===== config.mk =====
export PLATFORM = sky130hd
export DESIGN_NAME = sample_fifo_flat
export DESIGN_NICKNAME = d
export VERILOG_FILES = /design/src/rtl/sample_fifo_if.sv /design/src/rtl/sample_fifo.sv /design/src/flat_wrapper.sv
export SDC_FILE = /design/constraint.sdc
export NUM_CORES = 1
export LEC_CHECK = 0
export ABC_CLOCK_PERIOD_IN_PS = 7100
export BUFFER_PORTS_ARGS = -buffer_cell sky130_fd_sc_hd__buf_2
export CORE_ASPECT_RATIO = 0.7
export CORE_UTILIZATION = 44
export CTS_CLUSTER_DIAMETER = 100
export CTS_CLUSTER_SIZE = 20
export DETAILED_ROUTE_END_ITERATION = 12
export GPL_ROUTABILITY_DRIVEN = 0
export REMOVE_ABC_BUFFERS = 1
export SKIP_LAST_GASP = 1
export SLEW_MARGIN = 20
export SYNTH_ARGS = -nofsm -noshare
export SYNTH_HDL_FRONTEND = slang
export SYNTH_SLANG_ARGS = --single-unit
export TNS_END_PERCENT = 10

===== constraint.sdc =====
create_clock -name clk -period 7.1 [get_ports clk]
set_input_delay 0.71 -clock clk [delete_from_list [all_inputs] [get_ports clk]]
set_output_delay 0.71 -clock clk [all_outputs]
set_load 0.005 [all_outputs]

===== src/rtl/sample_fifo_if.sv =====
// Sample FIFO host-side bundle: decimator write strobe, reader handshake and status.
interface sample_fifo_if #(
    parameter int unsigned DATA_W = 12,
    parameter int unsigned AW     = 4
);
    logic [DATA_W-1:0] data_in;
    logic              new_data;
    logic              rd_en;
    logic              clr_overrun;
    logic [DATA_W-1:0] rd_data;
    logic              rd_valid;
    logic              empty;
    logic              full;
    logic [AW:0]       level;
    logic              wmark;
    logic              overrun;
    logic [7:0]        overrun_cnt;

    modport master (
        output data_in, new_data, rd_en, clr_overrun,
        input  rd_data, rd_valid, empty, full, level, wmark, overrun, overrun_cnt
    );

    modport slave (
        input  data_in, new_data, rd_en, clr_overrun,
        output rd_data, rd_valid, empty, full, level, wmark, overrun, overrun_cnt
    );
endinterface


===== src/rtl/sample_fifo.sv =====
// Circular FIFO buffering decimated samples for a host reader, with level,
// watermark and sticky overrun accounting for samples dropped while full.
module sample_fifo #(
    parameter int unsigned DATA_W = 12,
    parameter int unsigned DEPTH  = 16,
    parameter int unsigned AW     = 4,
    parameter int unsigned WMARK  = 8
) (
    input  logic        clk,
    input  logic        rst,
    sample_fifo_if.slave bus
);
    localparam int unsigned LW = AW + 1;

    logic [DATA_W-1:0] mem [DEPTH];
    logic [AW-1:0]     wr_ptr;
    logic [AW-1:0]     rd_ptr;
    logic [LW-1:0]     level;
    logic [LW-1:0]     level_nxt;
    logic              empty;
    logic              full;
    logic              wmark;
    logic [DATA_W-1:0] rd_data;
    logic              rd_valid;
    logic              overrun;
    logic [7:0]        overrun_cnt;

    logic rd_acc;
    logic wr_acc;
    logic drop;

    // A read in the same cycle frees a slot, so a write at full still lands.
    assign rd_acc = bus.rd_en && !empty;
    assign wr_acc = bus.new_data && (!full || rd_acc);
    assign drop   = bus.new_data && full && !rd_acc;

    always_comb begin
        level_nxt = level;
        if (wr_acc && !rd_acc) begin
            level_nxt = level + LW'(1);
        end else if (rd_acc && !wr_acc) begin
            level_nxt = level - LW'(1);
        end
    end

    // Storage is not reset; stale entries are unreachable once pointers clear.
    always_ff @(posedge clk) begin
        if (wr_acc) begin
            mem[wr_ptr] <= bus.data_in;
        end
    end

    always_ff @(posedge clk) begin
        if (rst) begin
            wr_ptr      <= '0;
            rd_ptr      <= '0;
            level       <= '0;
            empty       <= 1'b1;
            full        <= 1'b0;
            wmark       <= 1'b0;
            rd_data     <= '0;
            rd_valid    <= 1'b0;
            overrun     <= 1'b0;
            overrun_cnt <= '0;
        end else begin
            rd_valid <= rd_acc;
            if (wr_acc) begin
                wr_ptr <= wr_ptr + AW'(1);
            end
            if (rd_acc) begin
                rd_data <= mem[rd_ptr];
                rd_ptr  <= rd_ptr + AW'(1);
            end
            level <= level_nxt;
            empty <= (level_nxt == LW'(0));
            full  <= (level_nxt == LW'(DEPTH));
            wmark <= (level_nxt >= LW'(WMARK));
            // A drop coinciding with a clear counts as the first drop after it.
            if (drop) begin
                overrun <= 1'b1;
                if (bus.clr_overrun) begin
                    overrun_cnt <= 8'd1;
                end else if (overrun_cnt != 8'hFF) begin
                    overrun_cnt <= overrun_cnt + 8'd1;
                end
            end else if (bus.clr_overrun) begin
                overrun     <= 1'b0;
                overrun_cnt <= '0;
            end
        end
    end

    assign bus.rd_data     = rd_data;
    assign bus.rd_valid    = rd_valid;
    assign bus.empty       = empty;
    assign bus.full        = full;
    assign bus.level       = level;
    assign bus.wmark       = wmark;
    assign bus.overrun     = overrun;
    assign bus.overrun_cnt = overrun_cnt;
endmodule


===== src/flat_wrapper.sv =====
// flat-port wrapper written by rule: the top's interface ports become plain ports
module sample_fifo_flat 
#(
    parameter int unsigned DATA_W = 12,
    parameter int unsigned DEPTH  = 16,
    parameter int unsigned AW     = 4,
    parameter int unsigned WMARK  = 8
)
  (clk, rst, bus_data_in, bus_new_data, bus_rd_en, bus_clr_overrun, bus_rd_data, bus_rd_valid, bus_empty, bus_full, bus_level, bus_wmark, bus_overrun, bus_overrun_cnt);
  sample_fifo_if #(.DATA_W(DATA_W), .AW(AW)) bus_i ();
  input  logic clk;
  input  logic rst;
  input wire logic [$bits(bus_i.data_in)-1:0] bus_data_in;
  input wire logic [$bits(bus_i.new_data)-1:0] bus_new_data;
  input wire logic [$bits(bus_i.rd_en)-1:0] bus_rd_en;
  input wire logic [$bits(bus_i.clr_overrun)-1:0] bus_clr_overrun;
  output wire logic [$bits(bus_i.rd_data)-1:0] bus_rd_data;
  output wire logic [$bits(bus_i.rd_valid)-1:0] bus_rd_valid;
  output wire logic [$bits(bus_i.empty)-1:0] bus_empty;
  output wire logic [$bits(bus_i.full)-1:0] bus_full;
  output wire logic [$bits(bus_i.level)-1:0] bus_level;
  output wire logic [$bits(bus_i.wmark)-1:0] bus_wmark;
  output wire logic [$bits(bus_i.overrun)-1:0] bus_overrun;
  output wire logic [$bits(bus_i.overrun_cnt)-1:0] bus_overrun_cnt;
  assign bus_i.data_in = bus_data_in;
  assign bus_i.new_data = bus_new_data;
  assign bus_i.rd_en = bus_rd_en;
  assign bus_i.clr_overrun = bus_clr_overrun;
  assign bus_rd_data = bus_i.rd_data;
  assign bus_rd_valid = bus_i.rd_valid;
  assign bus_empty = bus_i.empty;
  assign bus_full = bus_i.full;
  assign bus_level = bus_i.level;
  assign bus_wmark = bus_i.wmark;
  assign bus_overrun = bus_i.overrun;
  assign bus_overrun_cnt = bus_i.overrun_cnt;
  sample_fifo #(.DATA_W(DATA_W), .DEPTH(DEPTH), .AW(AW), .WMARK(WMARK)) u_core (.clk(clk), .rst(rst), .bus(bus_i));
endmodule

# After elaboration in Yosys (flattened, before gate mapping)
# Memory sizes are Yosys's and may differ from the RTL's. A register that Yosys moved wholly into a read port is not among the register bits.
# Cells that the tools add are included.
# W data, S select, Z words.
# word_totals
wordCells,43
in_bits,17
ramBits,192
mem_count,1
register_bits,26
output_inout_bits,30
# op_classes
n_reduce_logical,15
muxes,10
add_sub_neg,5
eq_ne,2
magnitude_cmp,1
# memory_table
name,words,width,rd,rd_ports_with_merged_regs,wr,line_no,text
u_core.mem,16,12,1,1,1,sample_fifo.sv:15,logic [DATA_W-1:0] mem [DEPTH];
# op_table
cell,n
$mux W8,4
$mux W5,2
$add A4 B1 Y4 const B,2
$add A8 B1 Y8 const B,1
$ne A8 B8 Y1 const B,1
$logic_and A1 B1 Y1,6
$add A5 B1 Y5 const B,1
$eq A5 B5 Y1 const B,1
$ge A5 B4 Y1 const B,1
$logic_not A5 Y1,1
$sub A5 B1 Y5 const B,1
$logic_not A1 Y1,4
$mux W1,4
$reduce_bool A2 Y1,2
$reduce_and A2 Y1,1
$logic_or A1 B1 Y1,1

# Depth between registers and ports, before layout
# Gate-level depths: netlist of the first run.
# logic_depth
word_depth,9
depth_mapped,8

# Worst setup path before layout of the first run
# No wires, ideal clock.
# synth_timing
path_kind,input port to flip-flop
from,input bus_new_data
to,"memory u_core.mem[3][0], enable pin"
setup_time_ps,396
arrival_time_ps,2490
slack_ps,4214
path_stages,4
path_buffers,1
cell_sequence,clkbuf_1 a21boi_1 nand2_1 nor3_1
# synth_between
elab_chain_cells,3
# synth_rtl
element,line_no,text
"start, declared",flat_wrapper.sv:14,input wire logic [$bits(bus_i.new_data)-1:0] bus_new_data;
$logic_and A1 B1 Y1,sample_fifo.sv:34,assign wr_acc = bus.new_data && (!full || rd_acc);
$mux W1,sample_fifo.sv:48,if (wr_acc) begin
$mux W1 (implied by the code),sample_fifo.sv:49,mem[wr_ptr] <= bus.data_in;
"end, declared",sample_fifo.sv:15,
# Every way passes these cells.

# Final worst setup path of the first run
# layout_timing
from,"register u_core.empty, in the netlist u_core.bus.empty"
to,"memory u_core.mem[7][8], enable pin"
# layout_between
elab_chain_cells,6
# layout_rtl
element,line_no,text
"start, declared",sample_fifo.sv:20,logic empty;
"start signal, assigned",sample_fifo.sv:75,empty <= (level_nxt == LW'(0));
$logic_not A1 Y1,sample_fifo.sv:33,assign rd_acc = bus.rd_en && !empty;
$logic_and A1 B1 Y1,sample_fifo.sv:33,
$logic_or A1 B1 Y1,sample_fifo.sv:34,
$logic_and A1 B1 Y1,sample_fifo.sv:34,
$mux W1,sample_fifo.sv:48,
$mux W1 (implied by the code),sample_fifo.sv:49,
# Every way passes these cells.

==> results of run 1 <==
## registers in the layout, indices dropped and copies added, names as in the netlist
register	flops
u_core.bus.empty	1
u_core.bus.full	1
u_core.bus.level	5
u_core.bus.overrun	1
u_core.bus.overrun_cnt	8
u_core.bus.rd_data	12
u_core.bus.rd_valid	1
u_core.bus.wmark	1
u_core.mem	192
u_core.rd_ptr	4
u_core.wr_ptr	4
## critical path, stage by stage (launching register included)
cell	delay, ns
dfxtp_1	0.35
nand2b_1	0.38
a21boi_1	0.63
nand2_1	0.37
nor2_1	0.87
## per-stage QoR
step	hold slack [ns]	cells
after global routing	0.457	825
after global placement	0.451	799
after floorplan	0.457	478
after detailed placement	0.464	799
final	0.448	825
after CTS	0.433	825
## where the power goes
| group | total, mW | switching [mW] | leakage, nW | internal (mW) |
|---|---|---|---|---|
| Combinational | 0.249 | 0.142 | 0.878 | 0.108 |
| Clock | 0.838 | 0.433 | 0.206 | 0.404 |
| Sequential | 1.51 | 0.0214 | 2.04 | 1.49 |
| Total | 2.60 | 0.597 | 3.13 | 2.00 |
## path summary, 6_finish.rpt
path | startpoint | end | slack (ns) | depth (start not counted)
max | u_core.bus.empty | u_core.mem[7][8] | 4.12 | 4
min | bus_clr_overrun | u_core.bus.overrun_cnt[0] | 0.45 | 2
max reg2reg | u_core.bus.empty | u_core.mem[7][8] | 4.12 | 4
min reg2reg | u_core.bus.rd_data[6] | u_core.bus.rd_data[6] | 0.47 | 2
## metal layers
layer,vias up,track usage (%)
met1,2390,28.6
met3,24,2.66
met2,104,27.7
li1,2079,-
met5,-,0
met4,0,3.98
## cell usage in the layout (no fill, tap or decap), types with 2 or more instances in the layout
| cell type | count |
|---|---|
| mux2i_1 | 13 |
| nand2b_1 | 5 |
| o211ai_1 | 11 |
| nor3b_1 | 3 |
| nor3_2 | 3 |
| and3_1 | 2 |
| nand3_1 | 8 |
| nor2_2 | 10 |
| dfxtp_1 | 36 |
| buf_2 | 46 |
| or3_1 | 3 |
| a22oi_1 | 11 |
| nand2_1 | 27 |
| buf_4 | 5 |
| ha_1 | 8 |
| a21oi_1 | 6 |
| clkbuf_1 | 9 |
| xor2_1 | 4 |
| o21ai_1 | 2 |
| nand4_1 | 4 |
| xnor2_1 | 7 |
| nor3_1 | 7 |
| mux4_2 | 48 |
| clkbuf_16 | 15 |
| a41oi_1 | 3 |
| inv_1 | 9 |
| edfxtp_1 | 192 |
| nor2_1 | 26 |
| o21ai_0 | 7 |
## final cells by class
cell class | count | area share [%]
sequential | 230 | 65.7
multi-input combinational | 239 | 23.6
clock buffer | 24 | 4.11
tap | 270 | 3.40
timing repair buffer | 51 | 2.69
inverter | 9 | 0.340
clock inverter | 2 | 0.201
## kinds of logic (layout without fill, tap and decap cells)
logic type	Yosys count	count (layout)	synth area share [%]
compound gates	52	52	4.17
xor+xnor	11	11	1.07
fa+ha+maj	8	8	1.12
buf+inv	37	86	1.70
flops	230	230	72.7
mux	61	61	13.5
simple gates	107	107	5.74
==> qor.txt, run 1 <==
Critical-path maximum fanout - 15
Pre-CTS worst setup slack - 3.69 ns
Placed instance area - 9490 um2
Maximum capacitance violations - 0
Slew at the pin closest to its max-slew limit - 1.07 ns
Clock slew at reported path FFs - 0.09 ns
Worst clock skew - 0.0205 ns
Maximum number of pins on one net before global-route repair - 52
Std cell rows - 43
Inserted Diodes - 0
Initial detailed-routing violation count - 385
TritonCTS clock tree - built
Setup repair after global routing missed its margin - false
H-tree Lvls - 1
Area occupied by multi-input gates - 2350 um2
Buffers from clock root to sink, at most - 3
Leading cell types by total area after synthesis - edfxtp_1 (64%), mux4_2 (12%), dfxtp_1 (8.5%)
Final routed DRC violation total - 0
Main synth FF type - edfxtp_1
Met1 WL - 9020 um
Routed WL - 18800 um
X dimension of the die - 173 um
Clock insertion delay at the later pin of the skew report - 0.49 ns
Period utilization - 42.0%
Synthesized area divided by synthesized cell count - 17.7 um2
Outcome - finished clean
Async SR Flop Fraction - 0%
Average wire per cell in the routed design - 22.8 um
Sequential cell area - 6530 um2
Top cells by count, synth - edfxtp_1 (192), mux4_2 (48), dfxtp_1 (38), nor2_1 (36), nand2_1 (27)
Vias post-DR - 4597
Num CTS Buffers - 15
Clock tree root buffer cell - clkbuf_16
Vias in the first global route - 4389
Number of gates resized after cts - 0
Post-route minimum period - 2.98 ns
Final HPWL DP - 11900 um
Number of antenna violations at the first check in global routing - 0
Data arrival time at the worst-slack endpoint - 3.09 ns
Share of final-layout standard cells stronger than drive strength 1 - 24.7%
Die Span Y - 122 um
Final worst setup slack - 4.12 ns
First-pass GRT wire length - 28200 um
Area overhead of the layout relative to synthesis - 10.8%
Core area - 19900 um2
Startpoint types - register
Leakage power - 3.13 nW
Port Buffers - 46
TritonRoute pass-1 iters - 5
Global route overflow - 0
Sequential cell area fraction in the yosys report - 72.7%
Filler cells - 1674
Post-synth design cell area - 8980 um2
Synthesis-stage register bit count - 230
Worst relative slew slack - 28.5%
Met2 Routed Length - 8590 um
Count of different cell masters after synthesis - 47
Total power after layout - 2.60 mW
Setup crit end kind - register
Via/cell ratio - 5.57
Peak ir drop on the vdd network - 0.217 mV
Final design utilization - 50.0%
Max Used Layer - met4
Setup CP Type - register to register
ANT nets after route - 0
Cell with the most instances after synthesis - edfxtp_1
Number of endpoints with negative hold slack in the final report - 0
Maximum clock frequency - 335 MHz
Warning count from the yosys run - 0
Clk sink count - 230
Syn Inst Count - 506
Post-synth top area share - 64.2%
Final non-filler cell area - 9950 um2
Count of flip-flops with a built-in enable after synthesis - 192
Number of nets at the end of the flow - 571
Overall Global Routing Usage - 18.4%
Hold_buf cts - 0
Max Transition Viols Final - 0
Total die area - 21000 um2
Setup total negative slack - 0 ns
Post-CTS Repair Setup Buffers - 0
Class of the tightest hold or removal check - input port to register
Power density over the cells - 261 nW/um2
Largest area contributor in the synthesized netlist - edfxtp_1
Routed length on met3 - 891 um
Crit path required time - 7.21 ns
Initial Util - 45.1%
Number of setup violations in the final report - 0
Number of ports placed on the die boundary - 47
Power figures use the tool's default switching activity.
==> inputs of run 2 (changes only) <==
Settings changed: ABC_AREA set to 1, ABC_CLOCK_PERIOD_IN_PS 7100 to 2700.
Clock period 7.1 ns to 2.7 ns, I/O delays scaled along.
==> qor.txt, run 2 <==
Synthesized area divided by synthesized cell count - 10.6 um2
Met1 WL - 11300 um
Register name with the most flops - u_core.mem
Data arrival time at the worst-slack endpoint - 2.06 ns
Clock slew at reported path FFs - 0.08 ns
Port Buffers - 46
Leakage power - 4.09 nW
Critical-path maximum fanout - 7
Die Span Y - 125 um
Clock insertion delay at the later pin of the skew report - 0.48 ns
Area overhead of the layout relative to synthesis - 11.0%
Most common cell after layout, fill and taps aside - nand2_1
Number of nets at the end of the flow - 976
Slew at the pin closest to its max-slew limit - 0.570 ns
Peak ir drop on the vdd network - 0.499 mV
Clock power share - 32.1%
Clock tree root buffer cell - clkbuf_16
Clk sink count - 230
Max Used Layer - met4
First-pass GRT wire length - 35200 um
Vias in the first global route - 5976
Worst clock skew - 0.0120 ns
Number of endpoints with negative hold slack in the final report - 0
Initial Util - 45.3%
Class of the tightest hold or removal check - input port to register
Biggest registers after layout - u_core.mem: 192 flops, u_core.bus.rd_data: 12 flops, u_core.bus.overrun_cnt: 8 flops
Leading cell types by total area after synthesis - edfxtp_1 (61%), nand2_1 (11%), nand3_1 (8.5%)
Startpoint types - register
Global route overflow - 0
Cell chain of the critical path - inv_1 -> nand2_4 -> nand2_1 -> nand2_1 -> inv_1 -> nand2_1 -> nor2_1 -> buf_4
Count of flip-flops with a built-in enable after synthesis - 192
Setup CP Type - register to register
Core area - 21000 um2
Flip-flop count of the largest register after layout - 192
Share of final-layout standard cells stronger than drive strength 1 - 10.8%
Final routed DRC violation total - 0
Reg2reg start - u_core.bus.empty
Period utilization - 69.3%
Reg2reg setup slack - 0.83 ns
Buffers from clock root to sink, at most - 3
Count of different cell masters after synthesis - 31
Sequential cell area fraction in the yosys report - 68.6%
Setup crit end kind - register
Reg-to-reg endpoint - u_core.mem[3][3]
Cell with the most instances after synthesis - nand2_1
Buffers and inverters on the worst path - 3
Setup total negative slack - 0 ns
Worst path max stage delay - 0.33 ns
Outcome - finished clean
Num CTS Buffers - 15
Hold_buf cts - 0
Overall Global Routing Usage - 21.1%
Commonest cells after routing, fill and taps aside - nand2_1 (287), edfxtp_1 (192), nand3_1 (162)
Maximum number of pins on one net before global-route repair - 99
Number of gates resized after cts - 0
Endpoint of the worst setup timing path - u_core.mem[3][3]
Design internal power - 5.19 mW
Relative contribution of sequential cells to total power - 57.9%
Max Transition Viols Final - 0
Inserted Diodes - 0
Switching power - 1.67 mW
Comb pwr share - 10.0%
Number of cells on the critical path - 8
Vias post-DR - 6434
Crit path required time - 2.89 ns
Slowest cell on the critical path - dfxtp_1
Top cells by count, synth - nand2_1 (287), edfxtp_1 (192), nand3_1 (162), nor2_1 (58), inv_1 (42)
Post-route minimum period - 1.87 ns
X dimension of the die - 178 um
Sw Share - 24.3%
Hold Path Stages - 3
Setup repair after global routing missed its margin - false
Routed WL - 22900 um
Routed length on met3 - 1420 um
Maximum clock frequency - 534 MHz
TritonCTS clock tree - built
Async SR Flop Fraction - 0%
Power density over the cells - 650 nW/um2
Post-CTS Repair Setup Buffers - 0
Largest area contributor in the synthesized netlist - edfxtp_1
Synthesis-stage register bit count - 230
Number of setup violations in the final report - 0
Initial detailed-routing violation count - 754
Final HPWL DP - 14500 um
Met2 Routed Length - 9850 um
Post-synth top area share - 60.6%
Total die area - 22200 um2
Average wire per cell in the routed design - 18.5 um
Maximum capacitance violations - 0
Final worst setup slack - 0.828 ns
Worst reg-to-reg path cell count - 8
Via/cell ratio - 5.21
TritonRoute pass-1 iters - 5
Timing startpoint of the critical path - u_core.bus.empty
Number of ports placed on the die boundary - 47
Post-synth design cell area - 9510 um2
Pre-CTS worst setup slack - 0.858 ns
Std cell rows - 44
Syn Inst Count - 899
Warning count from the yosys run - 0
Category of cells accounting for the largest share of critical-path delay - simple AND/OR/NAND/NOR gates
Number of antenna violations at the first check in global routing - 0
Main synth FF type - edfxtp_1
Worst relative slew slack - 61.9%
ANT nets after route - 0
H-tree Lvls - 1
Most prevalent standard cell on the critical path - nand2_1
[run 2: cell types whose count changed after synthesis, sizes merged, moves of 13 or more]
cell	change
a21oi	+19
nor2	+24
nand3	+155
mux4	-48
inv	+35
buf	+22
mux2i	-13
nand2	+261
[run 2: worst min-delay path, cell delays in order]
cell     delay, ns
buf_2         0.13
nand2_4       0.11
nor2_1        0.04
[run 2: stage by stage]
step	hold WS (ns)	cell area, um2	instances	total power, mW	utilization [%]
floorplan	0.339	9280	855	4.45	-
global placement	0.452	10100	1210	4.74	48.3
detailed placement	0.457	10100	1210	4.74	48.3
CTS	0.105	10600	1235	6.89	50.3
global route	0.119	10600	1235	7.11	50.3
finish	0.111	10600	1235	6.86	50.3
[run 2: worst min-delay path by stage]
stage	from	to
floorplan	rst	u_core.bus.overrun_cnt[0]
CTS	bus_rd_en	u_core.bus.rd_valid
global route	bus_rd_en	u_core.bus.rd_valid
detailed placement	u_core.bus.overrun	u_core.bus.overrun
finish	bus_rd_en	u_core.bus.rd_valid
global placement	u_core.bus.overrun	u_core.bus.overrun
[run 2: layout make-up]
cell class | count | area, um2
clock buffers | 24 | 409
well taps | 276 | 345
inverters | 46 | 175
fillers | 1864 | 10400
repair buffers | 79 | 503
clock inverters | 1 | 11.3
flip-flops and latches | 230 | 6530
multi-input cells | 579 | 2580
[run 2: power groups by stage]
stage / registers [mW] / logic (mW) / clock network [mW]
6_report: 3.97 / 0.686 / 2.20
5_1_grt: 3.98 / 0.775 / 2.35
4_1_cts: 3.97 / 0.691 / 2.23
3_5_place_dp: 4.05 / 0.688 / 0
3_3_place_gp: 4.05 / 0.684 / 0
2_1_floorplan: 4.07 / 0.379 / 0
[run 2: kinds of logic (layout without fill, tap and decap cells)]
logic type / Yosys count / in the layout / synth area share, %
buf+inv: 90 / 150 / 4.25
fa+ha+maj: 8 / 8 / 1.05
flops: 230 / 230 / 68.6
compound gates: 47 / 47 / 2.53
simple gates: 519 / 519 / 23.1
xor+xnor: 5 / 5 / 0.461
[run 2: layer usage]
layer,vias up,global-route usage [%]
li1,3156,-
met5,-,0
met4,0,4.68
met3,25,3.32
met2,198,30.2
met1,3055,33.4
==> inputs of run 3 (changes only) <==
Settings changed: ABC_CLOCK_PERIOD_IN_PS 2700 to 1860.
Clock period 2.7 ns to 1.86 ns, I/O delays scaled along.
==> qor.txt, run 3 (synthesis results as in run 2) <==
H-tree Lvls - 1
Routed length on met3 - 1520 um
Core area - 21000 um2
Area occupied by multi-input gates - 2580 um2
Clock slew at reported path FFs - 0.09 ns
Reg2reg start - u_core.bus.empty
Share of final-layout standard cells stronger than drive strength 1 - 12.3%
Final worst setup slack - 0.101 ns
Pre-CTS worst setup slack - 0.0945 ns
Flip-flop count of the largest register after layout - 192
Met2 Routed Length - 9470 um
ANT nets after route - 0
Final routed DRC violation total - 0
Total die area - 22200 um2
Peak ir drop on the vdd network - 0.557 mV
Reg-to-reg endpoint - u_core.mem[11][1]
Most prevalent standard cell on the critical path - nand2_1
Number of nets at the end of the flow - 990
Period utilization - 94.6%
Startpoint types - register
Setup total negative slack - 0 ns
Vias post-DR - 6543
Register name with the most flops - u_core.mem
X dimension of the die - 178 um
TritonCTS clock tree - built
Max Transition Viols Final - 0
Vias in the first global route - 6111
Setup repair after global routing missed its margin - true
First-pass GRT wire length - 35000 um
Initial Util - 45.3%
Maximum capacitance violations - 0
Via/cell ratio - 5.24
Cell chain of the critical path - inv_1 -> nand2_4 -> nand2_1 -> nand2_1 -> inv_1 -> nand2_1 -> nor2_2 -> buf_4
Average wire per cell in the routed design - 18.0 um
Num CTS Buffers - 15
Leakage power - 4.19 nW
Endpoint of the worst setup timing path - u_core.mem[11][1]
Filler cells - 1839
Clock tree root buffer cell - clkbuf_16
Inserted Diodes - 0
Slowest cell on the critical path - dfxtp_1
Class of the tightest hold or removal check - input port to register
Worst reg-to-reg path cell count - 8
Reg2reg setup slack - 0.10 ns
Category of cells accounting for the largest share of critical-path delay - simple AND/OR/NAND/NOR gates
Routed WL - 22500 um
Clk sink count - 230
Global route overflow - 0
Max Used Layer - met4
Number of endpoints with negative hold slack in the final report - 0
Met1 WL - 11100 um
Total power after layout - 9.98 mW
Die Span Y - 125 um
Maximum number of pins on one net before global-route repair - 81
Overall Global Routing Usage - 20.7%
Post-CTS Repair Setup Buffers - 0
Port Buffers - 46
Buffers and inverters on the worst path - 3
Initial detailed-routing violation count - 600
Setup crit end kind - register
Buffers from clock root to sink, at most - 3
Data arrival time at the worst-slack endpoint - 1.95 ns
Slew at the pin closest to its max-slew limit - 0.589 ns
Std cell rows - 44
Worst path max stage delay - 0.33 ns
Clock insertion delay at the later pin of the skew report - 0.48 ns
Final HPWL DP - 14600 um
Number of ports placed on the die boundary - 47
Most common cell after layout, fill and taps aside - nand2_1
Post-route minimum period - 1.76 ns
Worst clock skew - 0.0224 ns
Crit path required time - 2.05 ns
Commonest cells after routing, fill and taps aside - nand2_1 (287), edfxtp_1 (192), nand3_1 (162)
Outcome - finished clean
Power density over the cells - 931 nW/um2
TritonRoute pass-1 iters - 6
Sequential cell area - 6530 um2
Setup CP Type - register to register
Number of cells on the critical path - 8
Timing startpoint of the critical path - u_core.bus.empty
Number of antenna violations at the first check in global routing - 0
Area overhead of the layout relative to synthesis - 12.7%
Critical-path maximum fanout - 7
Post-route worst hold slack - 0.0133 ns
Worst relative slew slack - 60.7%
Maximum clock frequency - 568 MHz
Number of setup violations in the final report - 0
Biggest registers after layout - u_core.mem: 192 flops, u_core.bus.rd_data: 12 flops, u_core.bus.overrun_cnt: 8 flops
## run 3: what timing repair did
| action | 4_1_cts | 5_1_grt |
|---|---|---|
| gates resized for setup | 0 | 2 |
| endpoints found under the setup margin | 0 | 33 |
| hold buffers | 0 | 0 |
## run 3: per-layer routing
metal,global-route usage [%],up-vias
met3,3.13,32
met2,30.0,254
met5,0,-
met4,4.63,0
li1,-,3186
met1,32.5,3071
## run 3: cell type report
type	instances	area share, %
inverter	46	1.64
sequential	230	61.0
tap	276	3.22
clock inverter	1	0.105
timing repair buffer	93	6.14
clock buffer	24	3.82
multi-input combinational	579	24.1
## run 3: how the worst min path moves through the flow
stage / startpoint / end / cells past startpoint
2_1_floorplan: rst / u_core.bus.overrun_cnt[0] / 1
3_3_place_gp: u_core.bus.overrun / u_core.bus.overrun / 2
3_5_place_dp: u_core.bus.overrun / u_core.bus.overrun / 2
4_1_cts: bus_rd_en / u_core.bus.rd_valid / 3
5_1_grt: bus_rd_en / u_core.bus.rd_valid / 3
6_report: bus_rd_en / u_core.bus.rd_valid / 3
## run 3: tightest hold or removal path: cells and delay by family
family	cells	cell delay [ns]
buf+inv	1	0.13
simple gates	2	0.14
## run 3: through the flow
stage | std cells | instance area, um2 | utilization (%)
after global placement | 1224 | 10300 | 49.0
after detailed placement | 1224 | 10300 | 49.0
after global routing | 1249 | 10700 | 51.1
after CTS | 1249 | 10700 | 51.0
final | 1249 | 10700 | 51.1
after floorplan | 855 | 9280 | -
## run 3: report_power, final
group          total [mW]  switching, mW  internal (mW)
Sequential           5.74         0.0584           5.68
Combinational        1.07          0.721          0.345
Clock                3.17           1.64           1.53
